File: config.mk
export PLATFORM = sky130hd
export DESIGN_NAME = uart_rx_flat
export DESIGN_NICKNAME = d
export VERILOG_FILES = /design/src/rtl/uart_rx_if.sv /design/src/rtl/uart_rx.sv /design/src/flat_wrapper.sv
export SDC_FILE = /design/constraint.sdc
export NUM_CORES = 1
export LEC_CHECK = 0
export BUFFER_PORTS_ARGS = -buffer_cell sky130_fd_sc_hd__buf_2
export CORE_MARGIN = 4
export CORE_UTILIZATION = 62
export DETAILED_ROUTE_END_ITERATION = 10
export PLACE_DENSITY = 0.81
export SKIP_CTS_REPAIR_TIMING = 1
export SLEW_MARGIN = 20
export SYNTH_ARGS = -nofsm -noshare
export SYNTH_HDL_FRONTEND = slang
export SYNTH_SLANG_ARGS = --single-unit
File: constraint.sdc
create_clock -name clk_i -period 3.6 [get_ports clk_i]
set_clock_uncertainty 0.15 [all_clocks]
set_input_delay 0.18 -clock clk_i [delete_from_list [all_inputs] [get_ports clk_i]]
set_output_delay 0.18 -clock clk_i [all_outputs]
set_load 0.03 [all_outputs]
File: src/rtl/uart_rx_if.sv
// Receiver-side output bundle for uart_rx: received word, completion strobe,
// framing error and busy indication.
interface uart_rx_if #(
   parameter int DATA_BITS = 8
);
   logic [DATA_BITS-1:0] data_o;
   logic                 rx_done_o;
   logic                 frame_err_o;
   logic                 busy_o;

   modport master (
      output data_o,
      output rx_done_o,
      output frame_err_o,
      output busy_o
   );

   modport slave (
      input data_o,
      input rx_done_o,
      input frame_err_o,
      input busy_o
   );
endinterface

File: src/rtl/uart_rx.sv
// 16x-oversampling UART receiver: 1 start bit, DATA_BITS data bits LSB first,
// 1 stop bit sampled at its midpoint so a back-to-back start bit is not missed.
module uart_rx #(
   parameter int DATA_BITS = 8
) (
   input  logic        clk_i,
   input  logic        rst_ni,
   input  logic [10:0] div_i,
   input  logic        rx_i,
   uart_rx_if.master   bus
);
   typedef enum logic [1:0] {IDLE, START, DATA, STOP} state_t;

   localparam logic [2:0] N_LAST = 3'(DATA_BITS - 1);

   logic                 rx_meta_reg;
   logic                 rx_s;
   logic [10:0]          tick_cnt_reg;
   logic                 tick;
   state_t               state_reg;
   logic [3:0]           s_cnt_reg;
   logic [2:0]           n_reg;
   logic [DATA_BITS-1:0] shift_reg;
   logic [DATA_BITS-1:0] data_reg;
   logic                 done_reg;
   logic                 ferr_reg;
   logic                 busy_reg;

   // Synchronizer flops reset to the idle line level so reset never looks like a start bit.
   always_ff @(posedge clk_i or negedge rst_ni) begin
      if (!rst_ni) begin
         rx_meta_reg <= 1'b1;
         rx_s        <= 1'b1;
      end else begin
         rx_meta_reg <= rx_i;
         rx_s        <= rx_meta_reg;
      end
   end

   // The >= compare lets a lowered divisor take effect without a long wrap.
   assign tick = (tick_cnt_reg >= div_i);

   always_ff @(posedge clk_i or negedge rst_ni) begin
      if (!rst_ni) begin
         tick_cnt_reg <= '0;
      end else if (tick) begin
         tick_cnt_reg <= '0;
      end else begin
         tick_cnt_reg <= tick_cnt_reg + 11'd1;
      end
   end

   always_ff @(posedge clk_i or negedge rst_ni) begin
      if (!rst_ni) begin
         state_reg <= IDLE;
         s_cnt_reg <= '0;
         n_reg     <= '0;
         shift_reg <= '0;
         data_reg  <= '0;
         done_reg  <= 1'b0;
         ferr_reg  <= 1'b0;
         busy_reg  <= 1'b0;
      end else begin
         done_reg <= 1'b0;
         case (state_reg)
            IDLE: begin
               if (!rx_s) begin
                  state_reg <= START;
                  s_cnt_reg <= '0;
                  busy_reg  <= 1'b1;
               end
            end
            START: begin
               if (tick) begin
                  if (s_cnt_reg == 4'd7) begin
                     if (!rx_s) begin
                        state_reg <= DATA;
                        s_cnt_reg <= '0;
                        n_reg     <= '0;
                     end else begin
                        state_reg <= IDLE;
                        busy_reg  <= 1'b0;
                     end
                  end else begin
                     s_cnt_reg <= s_cnt_reg + 4'd1;
                  end
               end
            end
            DATA: begin
               if (tick) begin
                  if (s_cnt_reg == 4'd15) begin
                     shift_reg <= {rx_s, shift_reg[DATA_BITS-1:1]};
                     s_cnt_reg <= '0;
                     if (n_reg == N_LAST) begin
                        state_reg <= STOP;
                     end else begin
                        n_reg <= n_reg + 3'd1;
                     end
                  end else begin
                     s_cnt_reg <= s_cnt_reg + 4'd1;
                  end
               end
            end
            STOP: begin
               if (tick) begin
                  if (s_cnt_reg == 4'd15) begin
                     state_reg <= IDLE;
                     busy_reg  <= 1'b0;
                     data_reg  <= shift_reg;
                     ferr_reg  <= ~rx_s;
                     done_reg  <= 1'b1;
                  end else begin
                     s_cnt_reg <= s_cnt_reg + 4'd1;
                  end
               end
            end
            default: begin
               state_reg <= IDLE;
               busy_reg  <= 1'b0;
            end
         endcase
      end
   end

   assign bus.data_o      = data_reg;
   assign bus.rx_done_o   = done_reg;
   assign bus.frame_err_o = ferr_reg;
   assign bus.busy_o      = busy_reg;
endmodule

File: src/flat_wrapper.sv
// flat-port wrapper written by rule: the top's interface ports become plain ports
module uart_rx_flat 
#(
   parameter int DATA_BITS = 8
)
  (clk_i, rst_ni, div_i, rx_i, bus_data_o, bus_rx_done_o, bus_frame_err_o, bus_busy_o);
  uart_rx_if #(.DATA_BITS(DATA_BITS)) bus_i ();
  input  logic clk_i;
  input  logic rst_ni;
  input  logic [10:0] div_i;
  input  logic rx_i;
  output wire logic [$bits(bus_i.data_o)-1:0] bus_data_o;
  output wire logic [$bits(bus_i.rx_done_o)-1:0] bus_rx_done_o;
  output wire logic [$bits(bus_i.frame_err_o)-1:0] bus_frame_err_o;
  output wire logic [$bits(bus_i.busy_o)-1:0] bus_busy_o;
  assign bus_data_o = bus_i.data_o;
  assign bus_rx_done_o = bus_i.rx_done_o;
  assign bus_frame_err_o = bus_i.frame_err_o;
  assign bus_busy_o = bus_i.busy_o;
  uart_rx #(.DATA_BITS(DATA_BITS)) u_core (.clk_i(clk_i), .rst_ni(rst_ni), .div_i(div_i), .rx_i(rx_i), .bus(bus_i));
endmodule
After elaboration in Yosys (flattened, before gate mapping)
Cells that the tools add are included.
{ "totals": {"register_bits": 41, "latchBits": 0, "ram_bits": 0, "rom_bits": 0, "in_bits": 14, "output_inout_bits": 11, "mem_count": 0} }
{ "op_classes": {"n_addsub": 3, "n_mul": 0, "n_div": 0, "magnitude_cmp": 1, "eq_ne": 18, "shifts": 0, "muxes": 36, "bitwise": 1, "n_reduce_logical": 9} }
{ "op_table": {"columns": ["operator", "count"], "rows": [
  ["two-way mux 4 bit", 7],
  ["two-way mux 2 bit", 9],
  ["two-way mux 3 bit", 6],
  ["inequality test 2 x 1 -> 1 bit, second input constant", 8],
  ["one-hot mux 4 bit (4 select lines)", 1],
  ["AND reduction 7 bit", 2],
  ["adder 11 x 1 -> 11 bit, second input constant", 1],
  [">= comparator 11 bit", 1],
  ["two-way mux 11 bit", 1],
  ["two-way mux 1 bit", 9],
  ["inequality test 2 bit, second input constant", 4],
  ["one-hot mux 2 bit (4 select lines)", 1],
  ["AND reduction 8 bit", 1],
  ["one-hot mux 3 bit (2 select lines)", 1],
  ["AND reduction 3 bit", 2],
  ["adder 4 x 1 -> 4 bit, second input constant", 1],
  ["== test 2 bit, second input constant", 2],
  ["== test 4 x 3 -> 1 bit, second input constant", 1],
  ["== test 4 bit, second input constant", 1],
  ["AND reduction 4 bit", 1],
  ["adder 3 x 1 -> 3 bit, second input constant", 1],
  ["== test 3 bit, second input constant", 1],
  ["one-hot mux 1 bit (3 select lines)", 1],
  ["nonzero test 3 bit", 1],
  ["4 further kinds", 4]
]} }

Logic depth before layout (Yosys ltp)
{ "logic_depth": {"ltp_word": 5, "ltp_mapped": 9, "depth_no_buf": 8} }

Worst setup path before layout
Ideal clock, no wire load.
{ "synth_timing": {"kind": "reg-to-reg", "start": "register u_core.tick_cnt_reg[9]", "end": "register u_core.data_reg[1], in the netlist u_core.bus.data_o[1]", "setup_time_ps": 125, "t_arrival_ps": 2046, "required_time_ps": 3325, "path_slack_ps": 1279, "stages_incl_launch_ff": 8, "period_less_slack_ps": 2321, "cell_sequence": "dfrtp_1 ha_1 a21o_2 a21oi_4 a21bo_2 o211ai_1 buf_2 mux2_2"} }
{ "synth_between": {"elab_chain_len": 2} }
{ "synth_lines": {"columns": ["element", "line_no", "rtl"], "rows": [
  ["start: declaration", "uart_rx.sv:18", "logic [10:0] tick_cnt_reg;"],
  ["start signal: assignment", "uart_rx.sv:49", "tick_cnt_reg <= tick_cnt_reg + 11'd1;"],
  [">= comparator 11 bit", "uart_rx.sv:41", "assign tick = (tick_cnt_reg >= div_i);"],
  ["AND reduction 3 bit (no line)", null, null],
  ["end signal: assignment", "uart_rx.sv:109", "data_reg <= shift_reg;"],
  ["end: declaration", "uart_rx.sv:24", "logic [DATA_BITS-1:0] data_reg;"]
]} }
No other way between the ends.
A chain may end at the register's enable or synchronous reset.

Worst setup path after layout
{ "layout_timing": {"start": "register u_core.state_reg[0]", "end": "register u_core.s_cnt_reg[3]"} }
{ "layout_between": {"elab_chain_len": 3, "elab_cells_between_ends": 10} }
{ "layout_lines": {"columns": ["element", "line_no", "rtl"], "rows": [
  ["start: declaration", "uart_rx.sv:20", "state_t state_reg;"],
  ["start signal: assignment", "uart_rx.sv:55", "state_reg <= IDLE;"],
  ["start signal: assignment", "uart_rx.sv:68", "state_reg <= START;"],
  ["start signal: assignment", "uart_rx.sv:77", "state_reg <= DATA;"],
  ["== test 2 bit or == test 2 x 1 -> 1 bit (tied branches)", "uart_rx.sv:65", "case (state_reg)"],
  ["inequality test 2 x 1 -> 1 bit (no line) or inequality test 2 bit (tied branches)", null, null],
  ["AND reduction 4 bit (no line)", null, null],
  ["end signal: assignment", "uart_rx.sv:85", "s_cnt_reg <= s_cnt_reg + 4'd1;"],
  ["end signal: assignment", "uart_rx.sv:100", "s_cnt_reg <= s_cnt_reg + 4'd1;"],
  ["end signal: assignment", "uart_rx.sv:113", "s_cnt_reg <= s_cnt_reg + 4'd1;"],
  ["end: declaration", "uart_rx.sv:21", "logic [3:0] s_cnt_reg;"]
]} }
Several ways; a longest one is shown, not always the timed one.

==> impl_metrics.csv <==
group,metric,value,unit
route,wire_per_inst,14.4,um
timing,fin_tns_setup,0,ns
die,floorplan.initialDensity,0.660,
grt,grt_pass1_vias,1645,
die,die_h,68.6,um
layout,insertedDiodeCount,0,
cts,cts_sinks,41,
grt,grt_util_met3,0.0470,
synth,yosysMostFrequentCell,"dfrtp_1",
die,rows,21,
synth,synthArstFlopShare,1.00,
place,routabilityCongestion,0.834,
synth,synthesis.nets,251,
power_and_ir_drop,ir_drop,411,uV
layout,syn_to_final_growth,13.2,%
cts,cts_tree,"built",
setup_path,crit_buf_inv,1,
run,cap_violations,0,
cts,cts_buffers,5,
cts,clk_pin_slew_worst_paths,0.08,ns
die,die_area,4700,um^2
synth,yosys.area.top_type_share,0.429,
setup_path,start_kind,"flop",
setup_path,end_kind,"flop",
cts,htreeDepth,2,
cts,root_buffer,"clkbuf_8",
grt,grt_max_degree,42,
synth,ys_types,45,
setup_path,worstPathMaxFanout,13,
synth,synth_commonest_cells,"dfrtp_1, ha_1, nor2_1, inv_1, mux2_2",
run_status,outcome,"finished, final reports clean",
layout,drive_gt1_frac,0.235,
setup_path,worstSetupPathType,"reg2reg",
synth,netlist_area,2270,um^2
synth,synth_seq_cells,41,
setup_path,path_delay_family,"compound AO/OA/AOI/OAI gates",
grt,grt_use_met2,0.347,
power_and_ir_drop,powerDensity,633,nW/um^2
die,core_area,3440,um^2
route,avgViaCountPerCell,5.75,
setup_path,crit_required,3.67,ns
layout,final_core_util,0.748,
timing,rsz0062_at_grt,"no",
synth,synth.largest_area_cell,"dfrtp_1",
layout,fillers,253,
route,vias,1684,
setup_path,critPathMostFrequentCell,"a31oi_1",
synth,ys.flop_type,"dfrtp_1",
timing,relSlewSlack,0.421,
route,dr.pass1.iters,4,
layout,final_nets,280,
die,ios,25,
grt,track_usage,0.206,
cts,clock_latency,0.29,ns
synth,synth_edf_count,0,
route,drtIter0Drc,67,
grt,grt_use_met1,0.262,
place,hpwlAfterDp,3.10,mm
power_and_ir_drop,leakage,1.31,nW
hold_path,hp-class,"reg2reg",
setup_path,cp_slowest_cell,"ha_1",
timing,maxSlewViolCount,0,
power_and_ir_drop,finalPower,0.00163,W
route,ant_nets,0,
synth,synth_area_leaders,"dfrtp_1, ha_1, mux2_2",
synth,yosys_warnings,0,
route,drc_errors,0,
timing,fin_crit_sh,0.680,
place,port_buffers,24,
timing,fin_crit,2.45,ns
grt,overflow,0,
timing,tightest_slew,0.868,ns
die,die_w,68.6,um
synth,yosysSeqAreaShare,0.452,
grt,grt_pass1_wl,7.25,mm
timing,report.final.setup_viol,0,
route,wl,4.23,mm
synth,syn_inst,217,
cts,cts_buffer_depth,2,
synth,avgSynthCellArea,10.5,um^2
setup_path,worstPathCellList,"inv_1 > ha_1 > mux2i_1 > a31oi_1 > a21oi_1 > a311oi_1 > a41oi_1 > a31oi_1",
grt,grt_antenna_before_repair,0,
timing,fmax,409,MHz
layout,largest_reg_flops,11,
grt,gr-max-usage-layer,"met2",
setup_path,cpPeakStageDelay,0.45,ns
setup_path,crit_arrival,2.51,ns
timing,final_hold_viol_count,0,
==> worst reg2reg max path: stages, from the launching register on <==
cell      delay [ns]
dfrtp_1         0.43
inv_1           0.14
ha_1            0.45
mux2i_1         0.14
a31oi_1         0.23
a21oi_1         0.09
a311oi_1        0.41
a41oi_1         0.17
a31oi_1         0.16
==> stage by stage <==
| stage | hold slack, ns | instance area (um^2) | setup WS, ns | cells |
|---|---|---|---|---|
| final | 0.210 | 2570 | 1.15 | 293 |
| after global routing | 0.217 | 2570 | 1.00 | 293 |
| after CTS | -0.173 | 2550 | 1.16 | 291 |
| after detailed placement | 0.137 | 2440 | 1.18 | 283 |
| after global placement | 0.135 | 2440 | 1.23 | 283 |
| after floorplan | -0.266 | 2270 | 1.28 | 217 |
==> path summary, 6_finish.rpt <==
| check | slack, ns | to | cells past startpoint | start |
|---|---|---|---|---|
| worst min-delay path | 0.21 | u_core.rx_s | 0 | u_core.rx_meta_reg |
| worst min register to register | 0.21 | u_core.rx_s | 0 | u_core.rx_meta_reg |
| worst max-delay path | 1.15 | u_core.s_cnt_reg[3] | 8 | u_core.state_reg[0] |
| worst max register to register | 1.15 | u_core.s_cnt_reg[3] | 8 | u_core.state_reg[0] |
| min in group asynchronous | 0.38 | u_core.tick_cnt_reg[9] | 2 | rst_ni |
| max in group asynchronous | 2.37 | u_core.bus.data_o[6] | 2 | rst_ni |
==> cell type report <==
cell class	instances	area [um^2]	share of cell area
clock inverters	3	46.3	0.0180
clock buffers	5	68.8	0.0267
flip-flops and latches	41	1030	0.400
well taps	46	57.6	0.0224
inverters	19	71.3	0.0277
multi-input cells	151	1150	0.445
repair buffers	28	155	0.0603
==> logic make-up (layout without fill, tap and decap cells) <==
logic type | Yosys count | count (layout) | synth area share
compound gates | 41 | 41 | 0.136
xor+xnor | 9 | 9 | 0.0347
fa+ha+maj | 20 | 20 | 0.110
buf+inv | 25 | 55 | 0.0435
flops | 41 | 41 | 0.452
mux | 18 | 18 | 0.0881
simple gates | 63 | 63 | 0.135
==> layer usage <==
metal / vias to the layer above / wire length (um) / share of wire
li1: 826 / - / -
met1: 811 / 1870 / 0.44
met2: 41 / 2100 / 0.50
met3: 6 / 204 / 0.048
met4: 0 / 55 / 0.013
met5: - / 0 / 0
==> report_power, final <==
group,switching [W],internal [W]
logic,0.000341,0.000271
clock network,0.000167,0.000208
registers,0.000101,0.000541
==> placed cells by master, fill, tap and decap left out, types with 2 or more instances in the layout <==
cell type       n
buf_2          24
nor3b_1         5
buf_4           2
a21o_1          2
clkbuf_8        5
a21oi_1         6
a31oi_1         3
xor2_1          5
o211ai_1        2
o31ai_1         2
a311oi_1        2
dfrtp_1        39
nand2_1        11
nand3_1        14
and2_1          2
a21bo_2         2
o21ai_0         5
inv_1          19
xnor2_1         4
mux2i_1         2
dlygate4sd3_1   2
a41oi_1         2
nor2_1         20
nand2b_1        3
dfstp_2         2
and3_1          4
o221ai_1        2
mux2_2         16
ha_1           20
Note: power is estimated with default switching activity, not from simulation.
